File: config.mk
export PLATFORM = sky130hd
export DESIGN_NAME = load_align_unit
export DESIGN_NICKNAME = d
export VERILOG_FILES = /design/src/rtl/load_align_unit.sv
export SDC_FILE = /design/constraint.sdc
export NUM_CORES = 1
export LEC_CHECK = 0
export BUFFER_PORTS_ARGS = -buffer_cell sky130_fd_sc_hd__buf_2
export CORE_MARGIN = 1
export CORE_UTILIZATION = 50
export DETAILED_ROUTE_END_ITERATION = 10
export PLACE_DENSITY = 0.75
export SYNTH_ARGS = -nofsm -noshare
export SYNTH_HDL_FRONTEND = slang
export SYNTH_SLANG_ARGS = --single-unit
File: constraint.sdc
create_clock -name clk -period 2.95 [get_ports clk]
set_input_delay 0 -clock clk [delete_from_list [all_inputs] [get_ports clk]]
set_output_delay 0 -clock clk [all_outputs]
set_load 0.02 [all_outputs]
File: src/rtl/load_align_unit.sv
// load_align_unit: load-side alignment path between the MEM stage and the
// data SRAM read port. Reads one or two 32-bit words for a byte, halfword or
// word load, merges them for cross-word accesses and sign/zero-extends the
// addressed field into a registered result.

`ifndef MEM_READ
`define MEM_READ  2'b01
`endif
`ifndef MEM_WRITE
`define MEM_WRITE 2'b10
`endif
`ifndef MEM_BYTE
`define MEM_BYTE  2'b00
`endif
`ifndef MEM_HALF
`define MEM_HALF  2'b01
`endif
`ifndef MEM_WORD
`define MEM_WORD  2'b10
`endif

module load_align_unit #(
    parameter int ADDR_W = 16
) (
    input  logic              clk,
    input  logic              rst_n,
    input  logic              req_valid,
    output logic              req_ready,
    input  logic [4:0]        mem_op,
    input  logic [31:0]       addr,
    output logic [ADDR_W-1:0] addrin,
    output logic              rd_en,
    input  logic [31:0]       dataout,
    output logic [31:0]       load_data,
    output logic              load_valid
);

    typedef enum logic [2:0] {
        S_IDLE,
        S_ADDR0,
        S_DATA0,
        S_ADDR1,
        S_DATA1,
        S_RESP
    } state_e;

    state_e              state_q, state_d;
    logic [1:0]          size_q, size_d;
    logic                uns_q, uns_d;
    logic [1:0]          off_q, off_d;
    logic [ADDR_W-1:0]   addrin_q, addrin_d;
    logic [31:0]         word0_q, word0_d;
    logic [31:0]         load_data_q, load_data_d;

    // Upper address bits beyond the SRAM range are intentionally ignored.
    logic unused_addr_bits;
    assign unused_addr_bits = ^addr[31:ADDR_W];

    // A halfword at lane 3, or any word not on lane 0, spills into the next word.
    function automatic logic is_cross(input logic [1:0] size, input logic [1:0] off);
        return ((size == `MEM_HALF) && (off == 2'd3)) ||
               ((size == `MEM_WORD) && (off != 2'd0));
    endfunction

    // Shift the little-endian word pair down by the byte offset, then extend.
    function automatic logic [31:0] extract(input logic [1:0]  size,
                                            input logic        uns,
                                            input logic [1:0]  off,
                                            input logic [31:0] w0,
                                            input logic [31:0] w1);
        logic [63:0] shifted;
        logic [31:0] lo;
        shifted = {w1, w0} >> {off, 3'b000};
        lo      = shifted[31:0];
        case (size)
            `MEM_BYTE: extract = uns ? {24'h0, lo[7:0]}  : {{24{lo[7]}},  lo[7:0]};
            `MEM_HALF: extract = uns ? {16'h0, lo[15:0]} : {{16{lo[15]}}, lo[15:0]};
            `MEM_WORD: extract = lo;
            default:   extract = 32'h0;
        endcase
    endfunction

    // Next-state and datapath decode for the load sequencer.
    // NOTE: every signal gets its hold value first so no path leaves it
    // unassigned, which would otherwise infer a latch.
    always_comb begin
        state_d     = state_q;
        size_d      = size_q;
        uns_d       = uns_q;
        off_d       = off_q;
        addrin_d    = addrin_q;
        word0_d     = word0_q;
        load_data_d = load_data_q;
        case (state_q)
            S_IDLE: begin
                if (req_valid && (mem_op[4:3] == `MEM_READ)) begin
                    size_d   = mem_op[1:0];
                    uns_d    = mem_op[2];
                    off_d    = addr[1:0];
                    addrin_d = {addr[ADDR_W-1:2], 2'b00};
                    state_d  = S_ADDR0;
                end
            end
            S_ADDR0: state_d = S_DATA0;
            S_DATA0: begin
                word0_d = dataout;
                if (is_cross(size_q, off_q)) begin
                    addrin_d = addrin_q + ADDR_W'(4);
                    state_d  = S_ADDR1;
                end else begin
                    load_data_d = extract(size_q, uns_q, off_q, dataout, 32'h0);
                    state_d     = S_RESP;
                end
            end
            S_ADDR1: state_d = S_DATA1;
            S_DATA1: begin
                load_data_d = extract(size_q, uns_q, off_q, word0_q, dataout);
                state_d     = S_RESP;
            end
            S_RESP:  state_d = S_IDLE;
            default: state_d = S_IDLE;
        endcase
    end

    // State and captured-request registers; reset aborts any access in flight.
    // NOTE: non-blocking assignments so every register samples pre-edge values.
    always_ff @(posedge clk or negedge rst_n) begin
        if (!rst_n) begin
            state_q     <= S_IDLE;
            size_q      <= 2'b00;
            uns_q       <= 1'b0;
            off_q       <= 2'b00;
            addrin_q    <= '0;
            word0_q     <= 32'h0;
            load_data_q <= 32'h0;
        end else begin
            state_q     <= state_d;
            size_q      <= size_d;
            uns_q       <= uns_d;
            off_q       <= off_d;
            addrin_q    <= addrin_d;
            word0_q     <= word0_d;
            load_data_q <= load_data_d;
        end
    end

    assign req_ready  = (state_q == S_IDLE);
    assign rd_en      = (state_q == S_ADDR0) || (state_q == S_ADDR1);
    assign load_valid = (state_q == S_RESP);
    assign addrin     = addrin_q;
    assign load_data  = load_data_q;

endmodule

; ---- Yosys cells after proc, flatten, opt, wreduce, memory -nomap -nowiden
; Cells that the tools add are included.
[totals]
reg_bits = 88
word_cells = 49
[classes]
addsub = 1
n_eq_ne = 12
n_shift = 2
mux = 14
n_reduce_logical = 13
[ops]
columns = operator, count
row1 = one-hot mux 32 bit (3 select lines), 2
row2 = two-way mux 32 bit, 5
row3 = one-hot mux 32 bit (2 select lines), 1
row4 = >> shifter 64 x 5 -> 32 bit, 1
row5 = two-way mux 16 bit, 2
row6 = one-hot mux 16 bit (2 select lines), 1
row7 = >> shifter 32 x 5 -> 32 bit, 1
row8 = adder 16 x 3 -> 16 bit (second input constant), 1
row9 = one-hot mux 3 bit (5 select lines), 1
row10 = == test 3 x 2 -> 1 bit (second input constant), 2
row11 = == test 3 bit (second input constant), 2
row12 = two-way mux 3 bit, 2
row13 = nonzero test 2 bit, 3
row14 = == test 2 x 1 -> 1 bit (second input constant), 2
row15 = == test 2 bit (second input constant), 2
row16 = inequality test 2 bit (second input constant), 2
row17 = AND reduction 2 bit, 2
row18 = == test 3 x 1 -> 1 bit (second input constant), 1
row19 = logical AND 1 bit, 3
row20 = zero test 3 bit, 1
row21 = AND reduction 3 bit, 1
row22 = zero test 2 bit, 1
row23 = logical OR 1 bit, 2
row24 = inequality test 2 x 1 -> 1 bit (second input constant), 1

; ---- Logic depth before layout (Yosys ltp)
; Gate-level depths: netlist (run 1).
[logic_depth]
depth_word = 5
ltp_mapped = 9

; ---- Worst setup path after synthesis (run 1)
; Ideal clock, no wire load.
[synth_path]
path_kind = register to register
startpoint = reg off_q[0]
endpoint = reg load_data_q[23], in the netlist load_data[23]
setup_ps = 122
t_arrival_ps = 1740
setup_slack_ps = 1088
path_stages_with_launch = 7
path_buffers = 1
synth_period_minus_slack_ps = 1862
cell_sequence = dfrtp_1 -> buf_6 -> mux4_2 -> nor2_2 -> o31ai_2 -> or3_1 -> a32o_1
[synth_via]
elab_chain_len = 5
word_cells_on_any_way = 17
classes_between = eq/ne (2) / shift (2) / mux (8) / reduce/logical (5)
[synth_rtl]
columns = item, line
row1 = from (decl), 50  ; logic [1:0] off_q, off_d;
row2 = from (signal assigned), 132  ; off_q <= 2'b00;
row3 = from (signal assigned), 140  ; off_q <= off_d;
row4 = >> shifter 32 x 5 -> 32 bit (tied with other cells), 73  ; shifted = {w1, w0} >> {off, 3'b000};
row5 = two-way mux 32 bit (tied with other cells), 77  ; `MEM_HALF: extract = uns ? {16'h0, lo[15:0]} : {{16{lo[15]}}, lo[15:0]};
row6 = one-hot mux 32 bit (3 select lines) or logical OR 1 bit (tied branches), "75, 61"
row7 = two-way mux 32 bit or inequality test 2 bit (tied branches), -
row8 = one-hot mux 32 bit (2 select lines) or AND reduction 2 bit (tied branches), -
row9 = to (signal assigned), 143  ; load_data_q <= load_data_d;
row10 = to (decl), 53  ; logic [31:0] load_data_q, load_data_d;
; Several ways; a longest one is shown, not always the timed one. The select of a mux whose other input is x is not followed.
; A chain may end at the register's enable or synchronous reset.

; ---- Final worst setup path (run 1)
[layout_path]
startpoint = reg off_q[0]
endpoint = reg addrin_q[2], in the netlist addrin[2]
[layout_via]
elab_chain_len = 5
word_cells_on_any_way = 7
classes_between = eq/ne (2) / reduce/logical (5)
[layout_rtl]
columns = item, line
row1 = == test 2 bit or nonzero test 2 bit (tied branches), "61, 62"
row2 = "logical AND 1 bit, on equally long branches", "61, 62"
row3 = logical OR 1 bit *, 61  ; return ((size == `MEM_HALF) && (off == 2'd3)) ||
row4 = inequality test 2 bit (no source line) *, -
row5 = AND reduction 3 bit (no source line) *, -
row6 = to (signal assigned), 141  ; addrin_q <= addrin_d;
row7 = to (decl), 51  ; logic [ADDR_W-1:0] addrin_q, addrin_d;
; Mark *: on every way between the ends. The rest lies on a longest branch, timed or not.

==> impl_metrics.csv, run 1 <==
group,metric,value,unit
pwr,pwr-share-comb,57.3,%
floorplanning,io_pins,123,
status,status,"finished clean",
critical_path,start_kind,"flip-flop",
place,place.gp.congestion,0.907,
floorplanning,dieArea,11200,µm²
route,drc,0,
clock_tree,numCtsBuffers,9,
logic_synthesis,synth-adder-area-share,0.232,%
pwr,internal_power,0.00386,W
clock_tree,ctsRootBufferMaster,"clkbuf_8",
clock_tree,post_cts_buffers,0,
layout,nets,809,
logic_synthesis,synth_mux_area_share,12.1,%
clock_tree,cts_max_level,3,
critical_path,worstPathRequired,3.24,ns
route,drtIter0Drc,424,
timing,hold_viol,0,
place,dpl_cell_area,5940,µm²
layout,post-route-cell-area,6650,µm²
worst_hold_path,worstHoldPathType,"input port to flip-flop",
floorplanning,die_width,106,µm
timing,fmax,394,MHz
pwr,switching_share,47.9,%
grt,grt_pass1_wl,26300,µm
logic_synthesis,yosys_register_bits,86,
logic_synthesis,ys_async_sr_fraction,100,%
logic_synthesis,syn_avg_cell_area,8.86,µm²
logic_synthesis,synth-simple-area-share,21.1,%
clock_tree,cts_resized,0,
route,num_vias,5223,
timing,worstMarginPinSlew,1.13,ns
logic_synthesis,synth.distinct_cells,55,
critical_path,cp.arrival,2.83,ns
critical_path,critPathMaxStageDelay,0.64,ns
worst_hold_path,hp-start,"addr[13]",
grt,first_global_vias,5018,
pwr,ir_drop,0.564,mV
route,drt.antenna.violating_nets,0,
layout,drive_gt1_share,21.1,%
logic_synthesis,synth_area,5390,µm²
logic_synthesis,synth_warnings,0,
pwr,power_switching,0.00355,W
route,drtPass1Iterations,5,
logic_synthesis,synth-edff-count,0,
layout,multiInputGateArea,2970,µm²
critical_path,crit_end,"addrin[2]$_DFFE_PN0P_",
critical_path,r2r_end,"addrin[2]$_DFFE_PN0P_",
critical_path,rrSetupSlack,0.41,ns
logic_synthesis,ys_seq_area_share,39.9,%
layout,post-route-util,64.1,%
critical_path,critPathKind,"flip-flop to flip-flop",
timing,drv_slew,0,
clock_tree,clockBufferDepth,2,
floorplanning,start_util,52.0,%
clock_tree,clock_sinks,86,
place,hpwl,10400,µm
timing,fin_crit,2.54,ns
floorplanning,design.core.area,10400,µm²
layout,fillers,899,
floorplanning,fp.dieH,106,µm
grt,grt_usage,30.2,%
logic_synthesis,synth-compound-area-share,21.3,%
route,wl_per_cell,18.0,µm
pwr,p_leak,3.05,nW
layout,ff_latch_area,2160,µm²
critical_path,cp_max_fo,76,
clock_tree,clkTransAtPathRegs,0.09,ns
logic_synthesis,synth_top_family_by_area,"compound AO/OA/AOI/OAI gates",
grt,grt_overflow,0,
critical_path,r2r_start,"off_q[0]$_DFFE_PN0P_",
route,via_per_inst,5.96,
layout,antenna_cells,0,
timing,finalSetupViolCount,0,
timing,finalSetupTns,0,ns
pwr,pwr_density_cell,1110,nW/µm²
pwr,clkPwrFrac,11.6,%
critical_path,worst-r2r-cell-count,6,
critical_path,crit_start,"off_q[0]$_DFFE_PN0P_",
pwr,pwr-share-seq,31.1,%
critical_path,crit_path_end_kind,"flip-flop",
critical_path,slowest_stage,"a21oi_2",
timing,slew_headroom,24.9,%
timing,worst_hold_slack,0.0712,ns
clock_tree,tritoncts,"done",
grt,antenna_found_initial,1,
route,wl,15800,µm
logic_synthesis,ys.flop_type,"dfrtp_1",
place,port-buffer-count,104,
grt,grt_max_degree,87,
logic_synthesis,synth_cells,609,
clock_tree,insertion_delay,0.38,ns
pwr,power.total,0.00741,W
logic_synthesis,synth-xor-area-share,0,%
timing,rsz0062_at_grt,"no",
layout,area_delta_synth_final,23.3,%
timing,period_share,86.0,%
floorplanning,rows,37,
timing,skew,0.0153,ns
critical_path,worstPathCellList,"buf_12 -> nand4b_1 -> and3_1 -> a21oi_2 -> o21ai_0 -> mux2i_1",
run,max_cap_viol_count,0,
[cell families (layout without fill, tap and decap cells)]
group,Yosys count,in the layout
AND/OR/NAND/NOR,243,243
multiplexers,55,55
AO/OA/AOI/OAI,167,167
buffers and inverters,56,187
adder cells (fa/ha/maj),1,1
other,1,2
flip-flops,86,86
[through the flow]
step,worst slack (ns),cells
after CTS,0.499,877
final,0.412,877
after global placement,0.590,810
after global routing,0.218,877
after detailed placement,0.525,810
after floorplan,1.09,610
[synthesized netlist by cell type, drive strengths merged, types with 3 or more instances]
| cell type | instances | area (µm²) |
|---|---|---|
| clkbuf | 19 | 71.3 |
| mux2i | 44 | 440 |
| and4 | 3 | 26.3 |
| nand4 | 3 | 18.8 |
| or2 | 14 | 87.6 |
| nor2b | 16 | 100 |
| buf | 35 | 203 |
| nand2 | 144 | 541 |
| nor3b | 3 | 38.8 |
| nand3 | 7 | 35.0 |
| a32o | 22 | 220 |
| mux4 | 8 | 180 |
| nor3 | 11 | 55.1 |
| and3 | 4 | 25.0 |
| a21oi | 30 | 158 |
| a211oi | 30 | 225 |
| nand3b | 3 | 26.3 |
| o22ai | 20 | 125 |
| a31oi | 3 | 25.0 |
| nor2 | 25 | 98.8 |
| dfrtp | 86 | 2150 |
| o21ai | 38 | 190 |
| a211o | 9 | 78.8 |
| mux2 | 3 | 33.8 |
| a2bb2oi | 4 | 35.0 |
[power by group through the flow]
stage	Sequential [W]	Combinational [W]	Clock, W
after floorplan	0.00239	0.00297	0
after global placement	0.00227	0.00404	0
after detailed placement	0.00231	0.00414	0
after CTS	0.00229	0.00420	0.000873
after global routing	0.00239	0.00467	0.000924
final	0.00230	0.00425	0.000857
[sequential cells by signal (all words and copies together) (netlist names)]
signal     count
load_data     32
word0_q       32
addrin        14
state_q        3
off_q          2
size_q         2
uns_q          1
[how the worst min path moves through the flow]
stage / depth (start not counted) / slack [ns] / endpoint
2_1_floorplan: 0 / -0.30 / addrin[10]$_DFFE_PN0P_
3_3_place_gp: 3 / 0.20 / off_q[1]$_DFFE_PN0P_
3_5_place_dp: 3 / 0.23 / size_q[0]$_DFFE_PN0P_
4_1_cts: 4 / 0.04 / addrin[13]$_DFFE_PN0P_
5_1_grt: 4 / 0.06 / addrin[13]$_DFFE_PN0P_
6_report: 4 / 0.07 / addrin[13]$_DFFE_PN0P_
[area by class of cell]
class	instances	area share, %
Multi-Input combinational cell	468	44.6
Inverter	2	0.113
Tap cell	136	2.56
Sequential cell	86	32.4
Clock inverter	5	0.884
Clock buffer	11	2.13
Timing Repair Buffer	169	17.3
[worst max-delay path, delay by kind of cell (launching register included)]
kind | cells | cell delay, ns
and+or+nand+nor | 2 | 0.46
DFF | 1 | 0.54
buffers and inverters | 1 | 0.39
muxes | 1 | 0.19
AOI/OAI and AO/OA | 2 | 0.85
[cell usage in the layout, fill, tap and decap left out, drive strengths merged, types with 3 or more instances in the layout]
| cell | netlist | final |
|---|---|---|
| o21ai | 38 | 38 |
| dlygate4sd3 | 0 | 51 |
| and3 | 4 | 4 |
| nand3 | 7 | 7 |
| mux2i | 44 | 44 |
| a21oi | 30 | 30 |
| nand4 | 3 | 3 |
| or2 | 14 | 14 |
| mux4 | 8 | 8 |
| nor2b | 16 | 16 |
| buf | 35 | 118 |
| nor3 | 11 | 11 |
| nand2 | 144 | 144 |
| a31oi | 3 | 3 |
| a211oi | 30 | 30 |
| nor2 | 25 | 25 |
| and4 | 3 | 3 |
| a32o | 22 | 22 |
| o22ai | 20 | 20 |
| a2bb2oi | 4 | 4 |
| nand3b | 3 | 3 |
| a211o | 9 | 9 |
| mux2 | 3 | 3 |
| dfrtp | 86 | 86 |
| clkbuf | 19 | 11 |
| nor3b | 3 | 3 |
[timing repair]
action | 4_1_cts | 5_1_grt
endpoints found under the setup margin | 0 | 0
endpoints found under the hold margin | 136 | 0
hold buffers | 51 | 0
[per-layer routing]
| layer | up-vias | wire length [µm] | track usage, % |
|---|---|---|---|
| met2 | 268 | 7150 | 45.5 |
| met5 | - | 13 | 0 |
| met1 | 2456 | 6940 | 41.9 |
| met3 | 39 | 1320 | 7.79 |
| met4 | 2 | 384 | 10.6 |
| li1 | 2458 | - | - |
Power figures use the tool's default switching activity.
==> run 2, diff against run 1 <==
--- a/config.mk
+++ b/config.mk
@@ -5,11 +5,12 @@
 export SDC_FILE = /design/constraint.sdc
 export NUM_CORES = 1
 export LEC_CHECK = 0
+export ABC_AREA = 1
 export BUFFER_PORTS_ARGS = -buffer_cell sky130_fd_sc_hd__buf_2
 export CORE_MARGIN = 1
 export CORE_UTILIZATION = 50
 export DETAILED_ROUTE_END_ITERATION = 10
-export PLACE_DENSITY = 0.75
+export PLACE_DENSITY = 0.74
 export SYNTH_ARGS = -nofsm -noshare
 export SYNTH_HDL_FRONTEND = slang
 export SYNTH_SLANG_ARGS = --single-unit
==> constraint.sdc (replaced) <==
create_clock -name clk -period 2.95 [get_ports clk]
set_input_delay 0 -clock clk [delete_from_list [all_inputs] [get_ports clk]]
set_output_delay 0 -clock clk [all_outputs]
set_load 0.05 [all_outputs]
==> run 2 against run 1 <==
- synthesized cell count is 39% higher
- highest routed layer is now met4
- critical path depth stayed put
- critical endpoint is now load_data[28]$_DFFE_PN0P_
- power is 4.6% higher
- cell area is 2.7% higher
- hold slack worse by 0.016 ns
- clock skew is 0.0030 ns lower
- largest cell class unchanged
==> impl_metrics.csv, run 2 <==
group,metric,value,unit
pwr,power.total,0.00775,W
place,port-buffer-count,104,
grt,grt_pass1_wl,26800,µm
floorplanning,dieArea,11700,µm²
critical_path,critPathMaxStageDelay,0.71,ns
clock_tree,cts_max_level,3,
logic_synthesis,yosysMostFrequentCell,"nand2_1",
logic_synthesis,synth_warnings,0,
grt,first_global_vias,5507,
critical_path,cp_max_fo,39,
timing,worstMarginPinSlew,0.889,ns
place,hpwl,10700,µm
critical_path,cp_top_family,"compound AO/OA/AOI/OAI gates",
timing,finalSetupTns,0,ns
layout,drive_gt1_share,16.8,%
pwr,ir_drop,0.644,mV
logic_synthesis,synth_area,5620,µm²
place,place.gp.congestion,0.880,
grt,antenna_found_initial,0,
route,via_per_inst,5.34,
critical_path,crit_path_end_kind,"flip-flop",
critical_path,r2r_end,"load_data[28]$_DFFE_PN0P_",
critical_path,rrSetupSlack,0.83,ns
floorplanning,rows,38,
layout,post-route-util,62.7,%
clock_tree,tritoncts,"done",
critical_path,slowest_stage,"o211ai_2",
layout,final_cell_mix,"nand2_1, nand3_1, buf_2, dfrtp_1, nor2_1",
run,max_cap_viol_count,0,
logic_synthesis,ys_async_sr_fraction,100,%
layout,nets,1049,
route,drt.antenna.violating_nets,0,
timing,finalSetupViolCount,0,
logic_synthesis,syn_avg_cell_area,6.64,µm²
layout,antenna_cells,0,
clock_tree,clockBufferDepth,2,
critical_path,worstPathRequired,3.21,ns
critical_path,crit_top_cell,"nand3_1",
logic_synthesis,yosys_register_bits,86,
critical_path,start_kind,"flip-flop",
logic_synthesis,synth.distinct_cells,35,
timing,fmax,472,MHz
timing,hold_viol,0,
floorplanning,io_pins,123,
layout,fillers,1044,
timing,fin_crit,2.12,ns
route,route.met3.wl,1080,µm
logic_synthesis,yosys-top-cells-count,"nand2_1, nand3_1, dfrtp_1, nor2_1, o21ai_0",
critical_path,worst-r2r-cell-count,6,
layout,fin_cells,1120,
grt,grt_overflow,0,
route,routed.top_layer,"met4",
worst_hold_path,whs_path_depth,5,
critical_path,critPathKind,"flip-flop to flip-flop",
clock_tree,cts_resized,0,
clock_tree,clkTransAtPathRegs,0.09,ns
floorplanning,fp.dieH,108,µm
logic_synthesis,netlist_top_cells_area,"dfrtp_1, nand2_1, nand3_1",
clock_tree,insertion_delay,0.37,ns
critical_path,crit_buf_inv,1,
logic_synthesis,yosys.area.top_type,"dfrtp_1",
timing,period_share,71.8,%
status,status,"finished clean",
route,wl_met2,7520,µm
route,drtPass1Iterations,6,
logic_synthesis,synth-edff-count,0,
grt,grt_max_degree,70,
route,drtIter0Drc,577,
floorplanning,design.core.area,10900,µm²
clock_tree,clock_sinks,86,
logic_synthesis,ys.flop_type,"dfrtp_1",
logic_synthesis,ys_seq_area_share,38.3,%
grt,grt_usage,29.9,%
floorplanning,start_util,51.6,%
clock_tree,ctsRootBufferMaster,"clkbuf_8",
pwr,pwr_density_cell,1130,nW/µm²
route,met1Wirelength,6970,µm
clock_tree,numCtsBuffers,9,
timing,skew,0.0123,ns
logic_synthesis,synthDominantCellAreaShare,38.3,%
critical_path,r2r_start,"off_q[0]$_DFFE_PN0P_",
critical_path,worstPathCellList,"buf_4 -> nor2_1 -> o211ai_2 -> nand3_1 -> nand3_1 -> nand2_1",
worst_hold_path,holdPathEnd,"addrin[14]$_DFFE_PN0P_",
timing,slew_headroom,40.7,%
route,drc,0,
critical_path,cp.arrival,2.38,ns
layout,layout_commonest_cell,"nand2_1",
logic_synthesis,synth_cells,846,
route,num_vias,5985,
timing,rsz0062_at_grt,"no",
timing,drv_slew,0,
pwr,p_leak,3.63,nW
worst_hold_path,hp-start,"addr[14]",
route,wl_per_cell,14.4,µm
timing,worst_hold_slack,0.0553,ns
place,dp_cells,1052,
layout,area_delta_synth_final,21.6,%
worst_hold_path,worstHoldPathType,"input port to flip-flop",
floorplanning,die_width,108,µm
route,wl,16100,µm
[run 2: worst max path at each step]
stage	startpoint	endpoint	slack, ns	cells after the start
after floorplan	state_q[2]$_DFFE_PN0P_	addrin[4]$_DFFE_PN0P_	1.11	8
after CTS	off_q[0]$_DFFE_PN0P_	load_data[22]$_DFFE_PN0P_	0.92	6
after global routing	size_q[1]$_DFFE_PN0P_	load_data[10]$_DFFE_PN0P_	0.69	9
final	off_q[0]$_DFFE_PN0P_	load_data[28]$_DFFE_PN0P_	0.83	6
after detailed placement	off_q[0]$_DFFE_PN0P_	load_data[22]$_DFFE_PN0P_	0.94	6
after global placement	off_q[0]$_DFFE_PN0P_	load_data[19]$_DFFE_PN0P_	0.95	6
[run 2: tightest hold or removal path, delay by kind of cell]
kind | cells | cell delay, ns
buffers and inverters | 2 | 0.16
and+or+nand+nor | 2 | 0.14
AOI/OAI and AO/OA | 1 | 0.10
[run 2: cell type report]
class / count / area, µm² / share of cell area [%]
clock inverter: 6 / 86.3 / 1.26
sequential: 86 / 2150 / 31.5
inverter: 49 / 188 / 2.75
timing repair buffer: 169 / 1140 / 16.7
clock buffer: 9 / 124 / 1.81
tap: 140 / 175 / 2.57
multi-input combinational: 661 / 2960 / 43.3
[run 2: layer usage]
| metal | vias up | global-route usage (%) |
|---|---|---|
| li1 | 2991 | - |
| met2 | 246 | 48.7 |
| met4 | 0 | 12.5 |
| met3 | 37 | 5.73 |
| met5 | - | 0 |
| met1 | 2711 | 38.9 |
[run 2: report_power, final]
group / switching, W / leakage [nW] / internal (W) / total (W)
logic: 0.00338 / 2.44 / 0.00132 / 0.00469
clock network: 0.000451 / 0.105 / 0.000472 / 0.000923
registers: 0.000416 / 1.08 / 0.00172 / 0.00213
[run 2: cell families (layout without fill, tap and decap cells)]
| logic type | after synthesis | count (layout) | share of synthesized area, % |
|---|---|---|---|
| xor+xnor | 1 | 1 | 0.156 |
| fa+ha+maj | 1 | 1 | 0.223 |
| simple gates | 538 | 538 | 40.1 |
| flops | 86 | 86 | 38.3 |
| mux | 1 | 1 | 0.200 |
| compound gates | 118 | 118 | 11.9 |
| buf+inv | 100 | 233 | 9.07 |
| other cells | 1 | 2 | 0.0668 |
[run 2: repair_timing]
action | 4_1_cts | 5_1_grt
hold endpoints to repair | 118 | 0
hold buffers | 53 | 0
buffers inserted | 0 | 0
[run 2: stage by stage]
stage / instance area, µm² / setup WS [ns]
floorplan: 5620 / 1.11
global placement: 6090 / 0.954
detailed placement: 6090 / 0.942
CTS: 6830 / 0.923
global route: 6830 / 0.691
finish: 6830 / 0.831
